<file path="config.mk">
export PLATFORM = sky130hd
export DESIGN_NAME = mem_port_sequencer
export DESIGN_NICKNAME = d
export VERILOG_FILES = /design/src/rtl/mips_mem_pkg.sv /design/src/rtl/mem_byte_lane.sv /design/src/rtl/mem_port_sequencer.sv
export SDC_FILE = /design/constraint.sdc
export NUM_CORES = 1
export LEC_CHECK = 0
export CORE_UTILIZATION = 35
export CTS_CLUSTER_SIZE = 12
export DETAILED_ROUTE_END_ITERATION = 12
export HOLD_SLACK_MARGIN = 0.15
export PLACE_DENSITY = 0.59
export SLEW_MARGIN = 20
export SYNTH_ARGS = -nofsm -noshare
export SYNTH_HDL_FRONTEND = slang
export SYNTH_HIERARCHICAL = 1
export SYNTH_SLANG_ARGS = --single-unit
</file>
<file path="constraint.sdc">
create_clock -name Clk -period 2.2 [get_ports Clk]
set_clock_uncertainty 0.05 [all_clocks]
set_input_delay 0.22 -clock Clk [delete_from_list [all_inputs] [get_ports Clk]]
set_output_delay 0.22 -clock Clk [all_outputs]
set_load 0.01 [all_outputs]
</file>
<file path="src/rtl/mips_mem_pkg.sv">
// Shared types and constants for the byte-wide unified memory port sequencer.
package mips_mem_pkg;

    typedef enum logic [1:0] {
        ST_IDLE = 2'd0,
        ST_XFER = 2'd1,
        ST_DONE = 2'd2
    } state_e;

    typedef enum logic {
        SIZE_BYTE = 1'b0,
        SIZE_WORD = 1'b1
    } size_e;

    typedef enum logic {
        GRANT_IF = 1'b0,
        GRANT_D  = 1'b1
    } grant_e;

    localparam int unsigned WORD_BEATS = 4;
    localparam int unsigned BEAT_W     = 2;

    function automatic logic [31:0] extend_byte(input logic [7:0] b, input logic is_unsigned);
        return is_unsigned ? {24'b0, b} : {{24{b[7]}}, b};
    endfunction

endpackage

</file>
<file path="src/rtl/mem_byte_lane.sv">
// Beat counter plus big-endian byte scatter for stores and byte gather/extension for loads.
module mem_byte_lane
    import mips_mem_pkg::*;
#(
    parameter int unsigned AW = 9
) (
    input  logic          Clk,
    input  logic          reset,
    input  logic          start_i,
    input  logic          step_i,
    input  size_e         size_i,
    input  logic          uns_i,
    input  logic [AW-1:0] base_addr_i,
    input  logic [31:0]   wdata_i,
    input  logic [7:0]    rdata_i,
    output logic          last_o,
    output logic [AW-1:0] addr_o,
    output logic [7:0]    wdata_o,
    output logic [31:0]   result_o
);

    logic [BEAT_W-1:0] beat_q, beat_d;
    logic [23:0]       asm_q, asm_d;
    logic [BEAT_W-1:0] lane_sel;

    // Beat k of a word carries byte 3-k (most significant byte first).
    assign lane_sel = BEAT_W'(WORD_BEATS - 1) - beat_q;
    assign last_o   = (size_i == SIZE_WORD) ? (beat_q == BEAT_W'(WORD_BEATS - 1)) : 1'b1;
    assign addr_o   = base_addr_i + AW'(beat_q);
    assign wdata_o  = (size_i == SIZE_WORD) ? wdata_i[{lane_sel, 3'b000} +: 8] : wdata_i[7:0];

    // The final beat's byte is taken straight from the memory so the result is ready at the last edge.
    assign result_o = (size_i == SIZE_WORD) ? {asm_q, rdata_i} : extend_byte(rdata_i, uns_i);

    always_comb begin
        beat_d = beat_q;
        asm_d  = asm_q;
        if (start_i) begin
            beat_d = '0;
        end else if (step_i) begin
            beat_d = last_o ? '0 : beat_q + 1'b1;
            if (size_i == SIZE_WORD) begin
                asm_d = {asm_q[15:0], rdata_i};
            end
        end
    end

    always_ff @(posedge Clk) begin
        if (reset) begin
            beat_q <= '0;
            asm_q  <= '0;
        end else begin
            beat_q <= beat_d;
            asm_q  <= asm_d;
        end
    end

endmodule

</file>
<file path="src/rtl/mem_port_sequencer.sv">
// Round-robin arbiter and sequencer sharing one byte-wide memory between instruction fetch and data access.
module mem_port_sequencer
    import mips_mem_pkg::*;
#(
    parameter int unsigned AW = 9
) (
    input  logic          Clk,
    input  logic          reset,
    input  logic          if_req,
    input  logic [31:0]   if_addr,
    output logic          if_ready,
    output logic [31:0]   if_data,
    output logic          if_err,
    input  logic          d_req,
    input  logic          d_we,
    input  logic          d_size,
    input  logic          d_unsigned,
    input  logic [31:0]   d_addr,
    input  logic [31:0]   d_wdata,
    output logic          d_ready,
    output logic [31:0]   d_rdata,
    output logic          d_err,
    output logic          mem_en,
    output logic          mem_we,
    output logic [AW-1:0] mem_addr,
    output logic [7:0]    mem_wdata,
    input  logic [7:0]    mem_rdata,
    output logic          busy
);

    state_e        state_q, state_d;
    grant_e        grant_q, grant_d;
    grant_e        last_grant_q, last_grant_d;
    logic [AW-1:0] addr_q, addr_d;
    logic          we_q, we_d;
    size_e         size_q, size_d;
    logic          uns_q, uns_d;
    logic [31:0]   wdata_q, wdata_d;
    logic          err_q, err_d;
    logic [31:0]   if_data_q, if_data_d;
    logic [31:0]   d_rdata_q, d_rdata_d;

    logic          take;
    grant_e        sel;
    logic          misaligned;
    logic          lane_last;
    logic [AW-1:0] lane_addr;
    logic [7:0]    lane_wdata;
    logic [31:0]   lane_result;

    logic          unused_addr_bits;
    assign unused_addr_bits = ^{if_addr[31:AW], d_addr[31:AW]};

    mem_byte_lane #(.AW(AW)) u_lane (
        .Clk         (Clk),
        .reset       (reset),
        .start_i     (take),
        .step_i      (state_q == ST_XFER),
        .size_i      (size_q),
        .uns_i       (uns_q),
        .base_addr_i (addr_q),
        .wdata_i     (wdata_q),
        .rdata_i     (mem_rdata),
        .last_o      (lane_last),
        .addr_o      (lane_addr),
        .wdata_o     (lane_wdata),
        .result_o    (lane_result)
    );

    always_comb begin
        state_d      = state_q;
        grant_d      = grant_q;
        last_grant_d = last_grant_q;
        addr_d       = addr_q;
        we_d         = we_q;
        size_d       = size_q;
        uns_d        = uns_q;
        wdata_d      = wdata_q;
        err_d        = err_q;
        if_data_d    = if_data_q;
        d_rdata_d    = d_rdata_q;
        take         = 1'b0;
        sel          = GRANT_IF;
        misaligned   = 1'b0;

        unique case (state_q)
            ST_IDLE: begin
                if (if_req && d_req) begin
                    sel = (last_grant_q == GRANT_D) ? GRANT_IF : GRANT_D;
                end else if (d_req) begin
                    sel = GRANT_D;
                end
                take = if_req || d_req;
                if (take) begin
                    grant_d      = sel;
                    last_grant_d = sel;
                    if (sel == GRANT_IF) begin
                        addr_d     = if_addr[AW-1:0];
                        we_d       = 1'b0;
                        size_d     = SIZE_WORD;
                        uns_d      = 1'b0;
                        wdata_d    = '0;
                        misaligned = (if_addr[1:0] != 2'b00);
                    end else begin
                        addr_d     = d_addr[AW-1:0];
                        we_d       = d_we;
                        size_d     = d_size ? SIZE_WORD : SIZE_BYTE;
                        uns_d      = d_unsigned;
                        wdata_d    = d_wdata;
                        misaligned = d_size && (d_addr[1:0] != 2'b00);
                    end
                    err_d   = misaligned;
                    state_d = misaligned ? ST_DONE : ST_XFER;
                end
            end
            ST_XFER: begin
                if (lane_last) begin
                    state_d = ST_DONE;
                    if (!we_q) begin
                        if (grant_q == GRANT_IF) begin
                            if_data_d = lane_result;
                        end else begin
                            d_rdata_d = lane_result;
                        end
                    end
                end
            end
            ST_DONE: state_d = ST_IDLE;
            default: state_d = ST_IDLE;
        endcase
    end

    always_ff @(posedge Clk) begin
        if (reset) begin
            state_q      <= ST_IDLE;
            grant_q      <= GRANT_IF;
            last_grant_q <= GRANT_D;
            addr_q       <= '0;
            we_q         <= 1'b0;
            size_q       <= SIZE_BYTE;
            uns_q        <= 1'b0;
            wdata_q      <= '0;
            err_q        <= 1'b0;
            if_data_q    <= '0;
            d_rdata_q    <= '0;
        end else begin
            state_q      <= state_d;
            grant_q      <= grant_d;
            last_grant_q <= last_grant_d;
            addr_q       <= addr_d;
            we_q         <= we_d;
            size_q       <= size_d;
            uns_q        <= uns_d;
            wdata_q      <= wdata_d;
            err_q        <= err_d;
            if_data_q    <= if_data_d;
            d_rdata_q    <= d_rdata_d;
        end
    end

    // Reset suppresses the in-flight beat so an aborted store never commits the byte of that cycle.
    assign mem_en    = (state_q == ST_XFER) && !reset;
    assign mem_we    = mem_en && we_q;
    assign mem_addr  = mem_en ? lane_addr : '0;
    assign mem_wdata = mem_we ? lane_wdata : '0;

    assign busy      = (state_q != ST_IDLE);
    assign if_ready  = (state_q == ST_DONE) && (grant_q == GRANT_IF);
    assign d_ready   = (state_q == ST_DONE) && (grant_q == GRANT_D);
    assign if_err    = if_ready && err_q;
    assign d_err     = d_ready && err_q;
    assign if_data   = if_data_q;
    assign d_rdata   = d_rdata_q;

endmodule

</file>
Word level (Yosys, flattened, before mapping)

Cells that the tools add are included.

$add $sub $neg: 3
Bitwise operators: 3
$mul: 0
Shift operators: 1
Magnitude comparators: 0
Muxes and demuxes: 25
Reductions and logical operators: 20
Eq/ne operators: 5
Div/mod/pow operators: 0

Operators with widths:

| kind                                          | number |
|---|---|
| two-way mux 32 bit                            | 3 |
| variable part select 32 x 6 -> 8 bit          | 1 |
| two-way mux 9 bit                             | 2 |
| two-way mux 8 bit                             | 2 |
| two-way mux 1 bit                             | 13 |
| adder 9 x 2 -> 9 bit                          | 1 |
| logical AND 1 bit                             | 8 |
| two-way mux 2 bit                             | 4 |
| AND reduction 4 bit                           | 2 |
| nonzero test 2 bit                            | 3 |
| == test 2 bit, second input constant          | 2 |
| != test 2 bit, second input constant          | 2 |
| one-hot mux 2 bit (2 select lines)            | 1 |
| AND reduction 2 bit                           | 2 |
| NOT 1 bit                                     | 3 |
| AND reduction 3 bit                           | 1 |
| adder 2 x 1 -> 2 bit, second input constant   | 1 |
| == test 2 x 1 -> 1 bit, second input constant | 1 |
| zero test 2 bit                               | 1 |
| OR reduction 2 bit                            | 1 |
| subtractor 2 bit, first input constant        | 1 |
| zero test 1 bit                               | 1 |
| logical OR 1 bit                              | 1 |

RAM bits: 0
Register bits after elaboration: 139
Memory bits (read-only): 0
Output and inout port bits: 88
Memories kept: 0
Bits in latches: 0
Bits of input ports: 111

Depth between registers and ports, before layout

Depth in word-level cells: 9
Depth in mapped cells: 10
Gate-level depth less buffers: 7

Hierarchy

The synthesis kept the hierarchy.

Modules (own cells, without submodules):

| module             | instances | sequential area each (µm²) | cells each | area an instance (µm²) |
|---|---|---|---|---|
| mem_port_sequencer | 1         | 2262.2                     | 545        | 4551.9 |
| mem_byte_lane      | 1         | 520.5                      | 226        | 1776.7 |

Least setup slack after synthesis

No wires, ideal clock.

Kind: register to output
Start point: register u_lane.beat_q[1]
End point: output mem_addr[6]
Cell stages (with the launch flop): 9
Path slack: 0.135 ns
Arrival: 1.795 ns
Cell sequence: dfxtp_1 > buf_4 > buf_2 > inv_1 > fa_1 > nor2b_1 > nand4_1 > xnor2_1 > and2_1

Longest elaborated chain between the ends: 2

Ends and longest elaborated chain:

| item                   | RTL line                  | source |
|---|---|---|
| start, declared        | mem_byte_lane.sv:22       | `logic [BEAT_W-1:0] beat_q, beat_d;` |
| start signal, assigned | mem_byte_lane.sv:53       | `beat_q <= beat_d;` |
| adder 9 x 2 -> 9 bit   | mem_byte_lane.sv:29       | `assign addr_o = base_addr_i + AW'(beat_q);` |
| net lane_addr[6]       | mem_port_sequencer.sv:47  | `logic [AW-1:0] lane_addr;` |
| two-way mux 9 bit      | mem_port_sequencer.sv:164 | `assign mem_addr = mem_en ? lane_addr : '0;` |
| end, declared          | mem_port_sequencer.sv:25  | `output logic [AW-1:0] mem_addr,` |

The timed path passes the listed nets, and every way through them passes these cells.

Worst setup path after layout

Start point: register u_lane.beat_q[0]
End point: output mem_addr[6]

Same word-level chain as after synthesis.

==> metrics.txt <==
syn nets 886; VDD IR-drop max 0.000541 V; via count 5965; DRC Markers 0; Num CTS Buffers 17; initial core utilization 0.362; CP arrival roughly 2.1 ns; outcome finished, violations left; dpl hpwl 11600 um; CTS HTree Levels 4; number of global-route vias before repair 5426; #FFs+latches synth between 100 and 150; Mean Syn Cell Area approximately 8.2 sq um; # IOs 199; Top FF cell, synth dfxtp_1; share of the yosys chip area belonging to registers 0.440; clock-pin slew on the worst setup and hold paths 0.06 ns; CTS tree yes; synthesized cell area 6330 sq um; Mapped Cells 771; vias per cell 5.22; ant diodes 0; average routed wire per standard cell 16.2 um; max-capacitance violation count 0; warnings from Yosys 6; Longest Clk Path Bufs 2; fmax 428 MHz; area delta synth->final 38.7%; Crit. End Element output pin; CP required 1.93 ns; Placed Area 7950 sq um; # nets final 1019; Tightest Hold Check Type input port to flip-flop; unrepaired setup endpoints after global routing yes; failing checks negative setup slack; Leak 3.24 nW; pwr dens 748 nW/um^2; Detail Route Antenna Nets 0; Placer Congestion 0.775; row cnt 48; final setup TNS -0.312 ns; fin. max-slew vios 0; root buffer cell clkbuf_16; IO buf count 152; worst-path fanout max 2; initial antenna violation count 0; Finished Core Util 0.502; CP Class flip-flop to output pin; Post-synth EDFFs 0; Die W around 140 um; leading area contributor after synthesis dfxtp_1; CP Launch Type flip-flop; clock sinks between 100 and 150; synth top area cells dfxtp_1 (44%), a21oi_1 (10%), nand3_1 (8.0%); global-route wire length before repair 28900 um; Design Area, Final 8780 sq um; gr usage total 0.198; final worst path period share 1.06; Rel. slew slack 0.327; top-count cell post-synth dfxtp_1; die outline height 136 um; die area approximately 19000 sq um; Pwr Total 6.56 mW; First-pass DRT Iterations 5; Post-synth ARST share 0; setup ws final -0.137 ns; worst hold slack 0.319 ns; later-pin clock latency in the skew report 0.41 ns; Final setup viols 4; number of distinct library cells after synthesis 45; Starting DRT DRC Count 437; core area 17500 sq um; worst slew pin tran slightly above 1 ns; final hold vios 0; Min Clock Period, post-route 2.34 ns; WL final 18500 um; Remaining Overflow, GRT 0; top cells by count, synth dfxtp_1 (139), a21oi_1 (132), nand3_1 (101), o21ai_0 (101), nand2_1 (54); share of the synthesized area in the top cell type 0.440; largest net degree at the start of global routing 94; layout cells sized above 1 0.138
## worst max-delay path, cell delays in order, from the launching register on
cell and delay [ns]:
dfxtp_2 0.35, ha_4 0.14, inv_2 0.03, fa_2 0.36
nor2b_4 0.14, buf_6 0.12, nand4_1 0.11, xnor2_1 0.14
and2_1 0.13, buf_2 0.13
## what timing repair did
action | in CTS | in global routing
endpoints found under the hold margin | 3 | 0
endpoints found under the setup margin | 19 | 23
hold buffers | 1 | 0
gates cloned | 0 | 2
pin swaps | 8 | 11
setup buffers | 10 | 6
gates resized for setup | 60 | 32
## kinds of logic (layout without fill, tap and decap cells)
kind of cell | after synthesis | count (layout) | share of synthesized area
compound gates | 299 | 299 | 0.265
simple gates | 199 | 200 | 0.160
flops | 139 | 139 | 0.440
buf+inv | 105 | 250 | 0.0880
mux | 18 | 18 | 0.0285
xor+xnor | 7 | 7 | 0.00969
fa+ha+maj | 4 | 4 | 0.00910
## per-stage QoR
step                setup slack, ns  std cells
finish                       -0.137       1142
global route                 -0.234       1142
CTS                          -0.170       1134
detailed placement           -0.168       1091
global placement             -0.160       1091
floorplan                     0.135        771
## metal layers
layer / GRT usage / share of wire / vias to the layer above
li1: - / - / 2982
met2: 0.297 / 0.46 / 141
met3: 0.0503 / 0.044 / 11
met1: 0.281 / 0.49 / 2831
met5: 0 / 0 / -
met4: 0.0494 / 0.0075 / 0
## power breakdown
part / internal (mW) / total (mW) / leakage (nW) / switching, mW
Sequential: 2.62 / 2.71 / 1.13 / 0.0838
Combinational: 0.451 / 1.04 / 1.84 / 0.585
Clock: 1.73 / 2.82 / 0.272 / 1.09
Total: 4.80 / 6.56 / 3.24 / 1.76
## cells in the final DEF (no fill, tap or decap), types with 3 or more instances in the layout
cell and instances:
a21oi_1 132, and2_1 19, dfxtp_2 5, buf_12 6
o22ai_1 7, a21o_1 34, clkbuf_16 18, a22o_1 8
clkbuf_2 8, mux2i_1 15, dfxtp_1 134, buf_2 7
xnor2_1 6, inv_1 14, nor2b_4 3, clkbuf_1 3
nand2_1 54, nor2_1 3, buf_4 36, a211oi_1 10
buf_8 3, o21ai_0 101, nand3_1 100, clkdlybuf4s50_1 134
clkinvlp_4 5
## worst paths after layout
check / start / end / slack [ns] / cells after the start
hold / removal: d_wdata[12] / wdata_q[12] / 0.32 / 3
setup reg to reg: u_lane/beat_q[1] / if_data[13] / 0.14 / 9
hold reg to reg: u_lane/asm_q[16] / u_lane/asm_q[16] / 0.41 / 2
setup / recovery: u_lane/beat_q[0] / mem_addr[6] / -0.14 / 9
## state kept, by name (all words and copies together), names as in the netlist, 2 cells and up
register,flops
d_rdata,32
if_data,32
wdata_q,32
u_lane/asm_q,24
addr_q,9
state_q,2
u_lane/beat_q,2
## cell type report
cell class                      instances  area, sq um
Fill cell                            1736         8700
Inverter                               18         71.3
Multi-Input combinational cell        528         3120
Clock buffer                           22          464
Timing Repair Buffer                  200         1930
Clock inverter                         10          118
Tap cell                              225          282
Sequential cell                       139         2790
(Power assumes the default switching activity.)
==> variant 1 (config.mk and constraints unchanged) <==
`AW` is set to 9 in 2 places; all go to 8.
--- a/src/rtl/mem_byte_lane.sv
+++ b/src/rtl/mem_byte_lane.sv
@@ -3,5 +3,5 @@
     import mips_mem_pkg::*;
 #(
-    parameter int unsigned AW = 9
+    parameter int unsigned AW = 8
 ) (
     input  logic          Clk,
--- a/src/rtl/mem_port_sequencer.sv
+++ b/src/rtl/mem_port_sequencer.sv
@@ -3,5 +3,5 @@
     import mips_mem_pkg::*;
 #(
-    parameter int unsigned AW = 9
+    parameter int unsigned AW = 8
 ) (
     input  logic          Clk,
Interface: changed (resized mem_addr); port bits go from 199 to 198. No check against the original RTL was run, so the function may have changed too.
==> variant 1 against the unedited design <==
  * Design area grew 0.40%
  * Power grew 2.8%
  * Critical endpoint unchanged
  * Routed wire length grew 2.5%
  * Register-to-register slack lost 0.05 ns
  * Via count is essentially flat
  * Combinational power is essentially flat
  * Synthesized area shrank 0.32%
  * Largest power group unchanged
  * Setup slack gained 0.14 ns
  * Critical path depth shrank 1
  * Sequential cell count shrank 1
==> variant 1: results <==
group,metric,value,unit
final_layout,layout-drive-gt1-share,15.1,%
logic_synthesis,ys_types,49,
logic_synthesis,synthesis.area,6310,um^2
logic_synthesis,synth-compound-area-share,26.5,%
detailed_routing,wl_met3,882,um
place,place_area,7860,um^2
worst_setup_path,critical_path.slowest_cell,"dfxtp_2",
final_layout,clkCellAreaFrac,7.01,%
grt,grt_pass1_vias,5277,
place,place_ws,-0.0704,ns
worst_setup_path,r2r_slack,0.09,ns
clocking,cts.sinks,138,
place,gp_congestion,0.787,
hold_path,hold_end,"wdata_q[22]$_SDFFE_PP0P_",
final_layout,multi_input_area,3120,um^2
logic_synthesis,synth_mux_area_share,2.38,%
logic_synthesis,yosysSeqAreaShare,43.8,%
grt,grt_use_total,19.7,%
sta,hold-worst-slack,0.305,ns
logic_synthesis,synth-adder-area-share,0.912,%
sta,tightest_slew,0.807,ns
detailed_routing,drtIter0Drc,405,
worst_setup_path,crit_path_start,"addr_q[0]$_SDFFE_PP0P_",
pwr,p_leak,3.24,nW
run_status,outcome,"complete, no violations",
grt,grt_pass1_wl,28300,um
final_layout,nClkBuffers,19,
final_layout,bufAreaShareNonClock,22.2,%
detailed_routing,top_layer,"met4",
final_layout,nFillCells,1682,
final_layout,area_growth,39.7,%
detailed_routing,finalWirelength,19000,um
place,post-dp-hpwl,11400,um
logic_synthesis,synthArstFlopShare,0,%
worst_setup_path,critPathArrivalTime,1.93,ns
worst_setup_path,rr_worst_depth,10,
final_layout,n_all_buffers,196,
grt,grt_max_degree,75,
final_layout,seq_share,31.4,%
final_layout,num-multi-input-gates,522,
detailed_routing,wl_met1,9280,um
logic_synthesis,syn_inst,766,
detailed_routing,wl_met2,8640,um
clocking,cts_resized,74,
logic_synthesis,synthTopCellsByArea,"dfxtp_1, a21oi_1, nand3_1, o21ai_0, a21o_1",
detailed_routing,viasPerCell,5.27,
worst_setup_path,timing.rr.end,"if_data[5]$_SDFFE_PP0P_",
logic_synthesis,synth_fp_nets,881,
sta,final.setup.worst_slack,0.00295,ns
clocking,clk-insertion-delay-late,0.43,ns
detailed_routing,wl_per_cell,16.8,um
logic_synthesis,synth_common_cells,"dfxtp_1, a21oi_1, nand3_1",
variant 1: cell count changes in the layout (fill, tap and decap cells not counted), sizes merged, moves of 2 or more:
cell	unedited run	this run
a211oi	10	7
a21oi	133	130
a31oi	0	2
buf	54	56
bufinv	2	4
clkbuf	31	25
clkdlybuf4s50	134	131
inv	16	18
mux2i	18	15
nand4	2	4
nor2	5	3
nor3b	2	4
o21ai	101	103
variant 1: routing by layer:
metal / GRT usage [%] / vias up
met1: 28.0 / 2856
li1: - / 2957
met4: 5.37 / 0
met5: 0 / -
met2: 29.0 / 135
met3: 5.48 / 12
variant 1: power groups by stage:
stage	logic [mW]	registers, mW	clock network [mW]
2_1_floorplan	0.618	2.72	0
3_3_place_gp	0.972	2.72	0
3_5_place_dp	0.971	2.72	0
4_1_cts	0.992	2.67	3.08
5_1_grt	1.13	2.69	3.19
6_report	1.04	2.68	3.03
==> variant 2 (same flow settings) <==
Made on the original files. Re-encode `state_e` (3 states) as one-hot, 3 bits wide.
--- a/src/rtl/mips_mem_pkg.sv
+++ b/src/rtl/mips_mem_pkg.sv
@@ -2,8 +2,8 @@
 package mips_mem_pkg;
 
-    typedef enum logic [1:0] {
-        ST_IDLE = 2'd0,
-        ST_XFER = 2'd1,
-        ST_DONE = 2'd2
+    typedef enum logic [2:0] {
+        ST_IDLE = 3'b001,
+        ST_XFER = 3'b010,
+        ST_DONE = 3'b100
     } state_e;
 
Function: no difference found for any inputs over 4 cycles, from zero or initial values and one cycle with reset high; so few cycles prove little.
==> variant 2 against the unedited design <==
  * The flow still finishes with violations (negative setup slack)
  * Largest cell class unchanged
  * Setup slack lost 0.023 ns
  * Non-clock buffer count is 10 lower
  * Synthesized cell count down 5.1%
  * Power is 2.5% lower
  * Global-route usage is 1.2 points lower
  * Register-to-register slack better by 0.03 ns
  * Sequential cell count up 1
  * Synthesized area is 0.45% higher
  * Design area up 0.98%
  * Routed wire length down 8.8%
  * Sequential share of layout area barely moved
==> variant 2: results <==
group,metric,value,unit
detailed_routing,viasPerCell,4.99,
clocking,post_cts_buffers,3,
worst_setup_path,crit_path_start,"addr_q[0]$_SDFFE_PP0P_",
grt,grt_max_degree,85,
grt,grt_pass1_vias,5351,
worst_setup_path,r2r_slack,0.17,ns
clocking,cts_resized,90,
final_layout,multi_input_area_share,36.9,%
grt,grt_use_total,18.7,%
place,place_ws,-0.144,ns
detailed_routing,drt_pass1_iterations,6,
logic_synthesis,yosysSeqAreaShare,44.1,%
logic_synthesis,synth_mux_area_share,12.6,%
sta,slew_headroom,44.5,%
detailed_routing,wl_per_cell,15.3,um
logic_synthesis,synth_seq_cells,140,
run_status,violations,"negative setup slack",
logic_synthesis,synth_common_cells,"nand2_1, dfxtp_1, mux2i_1",
logic_synthesis,syn_avg_cell_area,8.68,um^2
logic_synthesis,synth-compound-area-share,16.1,%
detailed_routing,vias,5521,
final_layout,fin_nets,984,
detailed_routing,drtIter0Drc,354,
final_layout,clkCellAreaFrac,6.61,%
logic_synthesis,ys_types,49,
hold_path,min-delay-start,"reset",
sta,final.setup.worst_slack,-0.160,ns
final_layout,num-multi-input-gates,501,
worst_setup_path,rr_worst_depth,6,
logic_synthesis,synth_xor_area_share,0.964,%
worst_setup_path,timing.rr.end,"d_rdata[26]$_SDFFE_PP0P_",
final_layout,bufAreaShareNonClock,20.7,%
worst_setup_path,critPathArrivalTime,2.09,ns
pwr,power_density,722,nW/um^2
sta,finalSetupViolations,3,
run_status,outcome,"finished, violations left",
grt,grt_pass1_wl,27100,um
hold_path,holdPathStages,5,
place,place_area,8050,um^2
variant 2: cell count changes in the layout (fill, tap and decap cells not counted), sizes merged, moves of 7 or more:
cell / change
nand2: +96
a21oi: -66
nand3: -64
o21ai: -63
mux2i: +61
and2: -7
and3: +7
clkbuf: -7
variant 2: where the power goes:
group / total [mW] / internal (mW) / leakage [nW] / switching, mW
Sequential: 2.72 / 2.63 / 1.14 / 0.0889
Clock: 2.82 / 1.70 / 0.283 / 1.12
Combinational: 0.863 / 0.384 / 2.14 / 0.479
variant 2: layer usage:
metal	GRT usage, %	vias to the layer above	share of wire (%)
met5	0	-	0
met4	6.47	0	1.4
met3	3.74	17	4.3
met2	31.3	148	48
met1	23.7	2572	46
li1	-	2784	-
variant 2: worst max-delay path: cells and delay by family, from the launching register on:
kind / cells / cell delay, ns
buffers and inverters: 3 / 0.28
AND/OR/NAND/NOR: 3 / 0.41
XOR/XNOR: 1 / 0.14
adder cells (fa/ha/maj): 2 / 0.50
flip-flops: 1 / 0.35
